`src/rtl/btn_input_ctrl_pkg.sv`:
```
// Shared types and constants for the push-button / switch capture block.
// Holds the debounce FSM state type and the rd_data field layout.
package btn_input_ctrl_pkg;

  typedef enum logic [1:0] {
    IDLE          = 2'd0,
    CHECK_PRESS   = 2'd1,
    HELD          = 2'd2,
    CHECK_RELEASE = 2'd3
  } btn_state_e;

  localparam int DEBOUNCE_CYCLES_DEFAULT = 1000000;
  localparam int OVERRUN_BIT             = 31;
  localparam int SW_LSB                  = 0;

endpackage

```
`src/rtl/sync2.sv`:
```
// Two-flop synchronizer for asynchronous inputs; resets to all zeros.
module sync2 #(
  parameter int W = 1
) (
  input  logic         clk,
  input  logic         nreset,
  input  logic [W-1:0] d_i,
  output logic [W-1:0] q_o
);

  logic [W-1:0] meta_q;
  logic [W-1:0] sync_q;

  always_ff @(posedge clk or negedge nreset) begin
    if (!nreset) begin
      meta_q <= '0;
      sync_q <= '0;
    end else begin
      meta_q <= d_i;
      sync_q <= meta_q;
    end
  end

  assign q_o = sync_q;

endmodule

```
`src/rtl/btn_input_ctrl.sv`:
```
// Debounced push-button that strobes a CPU "continue" and captures the
// switch bank into a single-entry read register with a sticky overrun flag.
module btn_input_ctrl
  import btn_input_ctrl_pkg::*;
#(
  parameter int DEBOUNCE_CYCLES = DEBOUNCE_CYCLES_DEFAULT,
  parameter int SW_WIDTH        = 16
) (
  input  logic                clk,
  input  logic                nreset,
  input  logic                btn_raw,
  input  logic [SW_WIDTH-1:0] sw_raw,
  input  logic                rd_ack,
  output logic                cont_pulse,
  output logic                rd_valid,
  output logic [31:0]         rd_data,
  output logic                btn_level,
  output btn_state_e          dbg_state
);

  // Read handshake: rd_valid high means rd_data holds an unread capture; the
  // consumer pulses rd_ack for one cycle to take it, and an ack seen while
  // rd_valid is low does nothing.

  localparam int CW = (DEBOUNCE_CYCLES > 1) ? $clog2(DEBOUNCE_CYCLES) : 1;
  localparam logic [CW-1:0] CNT_MAX  = CW'(DEBOUNCE_CYCLES - 1);
  // The entry cycle counts as the first stable sample, so acceptance fires
  // when the count is about to reach DEBOUNCE_CYCLES-1.
  localparam logic [CW-1:0] CNT_LAST = (DEBOUNCE_CYCLES >= 2) ? CW'(DEBOUNCE_CYCLES - 2) : '0;

  logic                btn_sync;
  logic [SW_WIDTH-1:0] sw_sync;

  sync2 #(.W(1)) u_sync_btn (
    .clk    (clk),
    .nreset (nreset),
    .d_i    (btn_raw),
    .q_o    (btn_sync)
  );

  sync2 #(.W(SW_WIDTH)) u_sync_sw (
    .clk    (clk),
    .nreset (nreset),
    .d_i    (sw_raw),
    .q_o    (sw_sync)
  );

  btn_state_e          state_q, state_d;
  logic [CW-1:0]       cnt_q, cnt_d, cnt_inc;
  logic                done;
  logic                capture;
  logic                pulse_q;
  logic                valid_q;
  logic                overrun_q;
  logic [SW_WIDTH-1:0] data_q;

  assign cnt_inc = (cnt_q == CNT_MAX) ? cnt_q : cnt_q + CW'(1);
  assign done    = (cnt_q >= CNT_LAST);

  always_comb begin
    state_d = state_q;
    cnt_d   = cnt_q;
    capture = 1'b0;
    case (state_q)
      IDLE: begin
        if (btn_sync) begin
          state_d = CHECK_PRESS;
          cnt_d   = '0;
        end
      end
      CHECK_PRESS: begin
        if (!btn_sync) begin
          state_d = IDLE;
        end else if (done) begin
          state_d = HELD;
          capture = 1'b1;
        end else begin
          cnt_d = cnt_inc;
        end
      end
      HELD: begin
        if (!btn_sync) begin
          state_d = CHECK_RELEASE;
          cnt_d   = '0;
        end
      end
      CHECK_RELEASE: begin
        if (btn_sync) begin
          state_d = HELD;
        end else if (done) begin
          state_d = IDLE;
        end else begin
          cnt_d = cnt_inc;
        end
      end
      default: state_d = IDLE;
    endcase
  end

  always_ff @(posedge clk or negedge nreset) begin
    if (!nreset) begin
      state_q <= IDLE;
      cnt_q   <= '0;
    end else begin
      state_q <= state_d;
      cnt_q   <= cnt_d;
    end
  end

  // A fresh capture beats a same-cycle ack: the new word is unread.
  always_ff @(posedge clk or negedge nreset) begin
    if (!nreset) begin
      pulse_q   <= 1'b0;
      valid_q   <= 1'b0;
      overrun_q <= 1'b0;
      data_q    <= '0;
    end else begin
      pulse_q <= capture;
      if (capture) begin
        data_q    <= sw_sync;
        valid_q   <= 1'b1;
        overrun_q <= valid_q && !rd_ack;
      end else if (rd_ack && valid_q) begin
        valid_q   <= 1'b0;
        overrun_q <= 1'b0;
      end
    end
  end

  always_comb begin
    rd_data                       = '0;
    rd_data[SW_LSB +: SW_WIDTH]   = data_q;
    rd_data[OVERRUN_BIT]          = overrun_q;
  end

  assign cont_pulse = pulse_q;
  assign rd_valid   = valid_q;
  assign btn_level  = (state_q == HELD) || (state_q == CHECK_RELEASE);
  assign dbg_state  = state_q;

endmodule

```
`config.mk`:
```
export PLATFORM = sky130hd
export DESIGN_NAME = btn_input_ctrl
export DESIGN_NICKNAME = d
export VERILOG_FILES = /design/src/rtl/btn_input_ctrl_pkg.sv /design/src/rtl/sync2.sv /design/src/rtl/btn_input_ctrl.sv
export SDC_FILE = /design/constraint.sdc
export NUM_CORES = 1
export LEC_CHECK = 0
export ABC_AREA = 1
export ABC_CLOCK_PERIOD_IN_PS = 1900
export CORE_ASPECT_RATIO = 0.9
export CORE_MARGIN = 3
export CORE_UTILIZATION = 53
export DETAILED_ROUTE_END_ITERATION = 7
export PLACE_DENSITY = 0.85
export SLEW_MARGIN = 15
export SYNTH_ARGS = -nofsm -noshare
export SYNTH_HDL_FRONTEND = slang
export SYNTH_HIERARCHICAL = 1
export SYNTH_SLANG_ARGS = --single-unit
```
`constraint.sdc`:
```
create_clock -name clk -period 1.9 [get_ports clk]
set_input_delay 0.38 -clock clk [delete_from_list [all_inputs] [get_ports clk]]
set_output_delay 0.38 -clock clk [all_outputs]
set_load 0.02 [all_outputs]
```
==> results.txt <==
* Run status: completed
* R2r setup slk: 0.14 ns
- The initial utilization of the core area, before any placement, comes to 0.5683.
- Share of total power in sequential cells: 0.498
* Die ar.: about 7300 µm²
* Cell chain of the critical path: clkdlybuf4s50_1
- Max Clock Freq: around 0.55 GHz
- Via count: approximately 2700
- In this run the remaining antenna-violating nets after routing total 0.
* Clock tree from TritonCTS: built
- Antenna diode count: 0
* Final critical-path required period: about 1.8 ns
* Number of placed instances with taps included: 514
- On the final layout, the worst clock skew is 0.008597 ns.
- The internal portion of the total power is 2.588 mW.
* Area growth syn-to-layout: 21.64%
- Data arrives at the worst endpoint at 1.45 ns.
* DRC violation count after routing: 0
* Initial antenna violation count: 0
- After clock tree synthesis, the clock-pin slew on the worst setup and hold paths is 0.08 ns.
* Placer congestion estimate: a little over 0.9
- Maximum number of pins on one net before global-route repair: 76
- The biggest area contributor in the post-synthesis netlist is sky130_fd_sc_hd__dfrtp_1.
- Global-route wire length before repair: 12250 µm
- The hold violation total from the final report came to 0.
* Part of the total power dissipated in the clock network: 0.451
* CTS buffer count: 9
- The H-tree was split into 3 levels.
- For this design the total switching power over the nets is 0.7528 mW.
* Top-Level Pins: 57
- Share of the cycle needed by the critical path after routing: 0.9629
- By startpoint and endpoint, the worst setup path is classified as reg2out.
- The pre-antenna-repair detailed-routing pass consisted of 4 iterations.
- Slowest-stage cell, CP: sky130_fd_sc_hd__clkdlybuf4s50_1
- Before CTS, the worst setup slack after placement is -0.03408 ns.
- Area share of the largest cell type after synthesis: 0.5578
* Die span in y: 81.59 µm
* Reg2reg end: overrun_q
* Crit path max-delay family: buffers and inverters
- Final-report setup violation count: 0
- The wire-length estimate of the detail-placed layout is 4767 µm.
* Number of buffers on the longest clock path: 2
- Combinational power share: 0.051
- The worst setup path is captured at an output port.
- The largest single stage delay on the critical path is 0.66 ns.
- GRT Residual Overflow: 0
- CP startpoint kind: flop
- After detailed routing, the number of vias per cell comes to 5.139.
- Synthesized cell area: roughly 3400 µm²
- WL/cell: 13.91 µm
* Number of port buffers: ~40
- Max-Cap Viols: 0
* Row cnt: 26
- In the synthesized netlist the async set-or-reset flop fraction comes to 1.000.
- Cell chosen for the clock root: sky130_fd_sc_hd__clkbuf_8
* Class of the tightest hold or removal check: in2async
- Share of synthesized area occupied by flip-flops and latches: 0.5578
- Across every metal layer, demand over resource in global routing totals 0.2125.
- For this design the static power due to leakage is 1.957 nW.
- In this run the horizontal extent of the chip is 89.99 µm.
* Most frequently used flop master after synthesis: sky130_fd_sc_hd__dfrtp_1
- The tightest hold path in the finished design has a slack of 0.05499 ns.
- Standard cell core area: 5921 µm²
- Critical Path Fanout Max: 5
- Synthesis produced a netlist whose cell count is 394.
- Ratio of cells with drive above 1 in the final layout: 0.1074
- Final std cells w/o fill: 531
- Counting both buffers and inverters, the worst setup path holds a total of 1.
- Reg2reg path depth: 12
* Via count of the first global-routing pass: 2603
- The clock drives 75 sinks.
- The first routing iteration left 169 violations.
- Yosys Warn Count: 6
* EDFF count, synth: 0
- Total of flip-flops plus latches after synthesis: 75
- In the synthesized netlist, the cells that appear most often are sky130_fd_sc_hd__nand2_1, sky130_fd_sc_hd__dfrtp_1, sky130_fd_sc_hd__nor2_1.
- The worst register-to-register path begins at cnt_q[0].
- Wire length after detailed routing: roughly 7400 µm
- Of the total power, the share spent switching nets is 0.2254.
- Leading post-synthesis cells by cell area: sky130_fd_sc_hd__dfrtp_1, sky130_fd_sc_hd__nand2_1, sky130_fd_sc_hd__nor2_1
- The netlist uses 23 different library cells.
* P per Cell Area: a little over 800 nW/µm²
* Number of nets in the layout: about 460
* Crit path setup slack, layout: 0.07052 ns
- Clock network latency to the later pin of the worst-skew pair: between 0.3 and 0.4 ns
- The most common cell in the synthesized netlist is sky130_fd_sc_hd__nand2_1.
* Hold buffer count at cts: 0
- Required arrival time at the worst endpoint: 1.52 ns
* RSZ-0062 raised after global routing: false
* Mean cell area of the mapped netlist: 8.539 µm²
* Slew Viols, Final: 0
- Across the VDD grid, the largest voltage drop is 420.8 µV.
[how the worst max path moves through the flow]
stage	startpoint	end	slack [ns]	depth (start not counted)
final	dbg_state[0]	dbg_state[0]	0.07	1
after detailed placement	cnt_q[0]	data_q[10]	-0.03	12
after global routing	cnt_q[0]	overrun_q	0.0006	12
after CTS	cnt_q[0]	cnt_q[5]	0.04	12
after global placement	cnt_q[0]	data_q[10]	0.11	12
after floorplan	cnt_q[0]	cnt_q[13]	0.28	7
[area by class of cell]
cell class	instances	area, µm²
Clock inverter	7	123.9
Clock buffer	9	123.9
Fill cell	438	1828
Tap cell	84	105.1
Inverter	21	81.33
Sequential cell	75	1884
Multi-Input combinational cell	282	1262
Timing Repair Buffer	53	511.7
[placed cells by master, fill, tap and decap left out, drive strengths merged, types with 12 or more instances in the layout]
master,instances
nand3,12
nand4,22
nor2,57
dfrtp,75
nand2,152
conb,15
inv,23
clkdlybuf4s50,40
buf,13
[through the flow]
step | setup TNS (ns) | cell area [µm²] | power, mW | utilization
finish | 0 | 4093 | 3.341 | 0.6913
global route | 0 | 4093 | 3.444 | 0.6913
CTS | 0 | 4066 | 3.357 | 0.6868
detailed placement | -0.08780 | 3804 | 1.858 | 0.6424
global placement | 0 | 3804 | 1.852 | 0.6424
floorplan | 0 | 3417 | 1.786 | -
[power by group through the flow]
stage	sequential [mW]	clock, mW	combinational [mW]
after global routing	1.67	1.59	0.187
after global placement	1.69	0	0.159
final	1.66	1.51	0.171
after detailed placement	1.70	0	0.163
after floorplan	1.69	0	0.0955
after CTS	1.66	1.53	0.165
[kinds of logic after synthesis]
kind of cell             Yosys count  synth area share
flip-flops                        75            0.5578
other                              1          0.001115
AO/OA/AOI/OAI                      7           0.01115
buffers and inverters             51           0.08851
XOR/XNOR                          12           0.03124
adder cells (fa/ha/maj)            2          0.007437
AND/OR/NAND/NOR                  246            0.3027
[layer usage]
| layer | up-vias | global-route usage | routed length, µm |
|---|---|---|---|
| met5 | - | 0 | 0 |
| met4 | 0 | 0.08410 | 133 |
| met3 | 11 | 0.04945 | 584 |
| met2 | 111 | 0.3649 | 3617 |
| met1 | 1316 | 0.2666 | 3052 |
| li1 | 1291 | - | - |
[repair_timing]
item | in CTS | in global routing
setup endpoints to repair | 19 | 35
setup buffers | 0 | 1
gates resized for setup | 3 | 10
pin swaps | 0 | 0
[registers in the layout (all words and copies together) (netlist names), 16 cells and up, named ones only]
signal	flops
u_sync_sw/meta_q	16
u_sync_sw/q_o	16
data_q	16
cnt_q	20
Power figures use the tool's default switching activity.
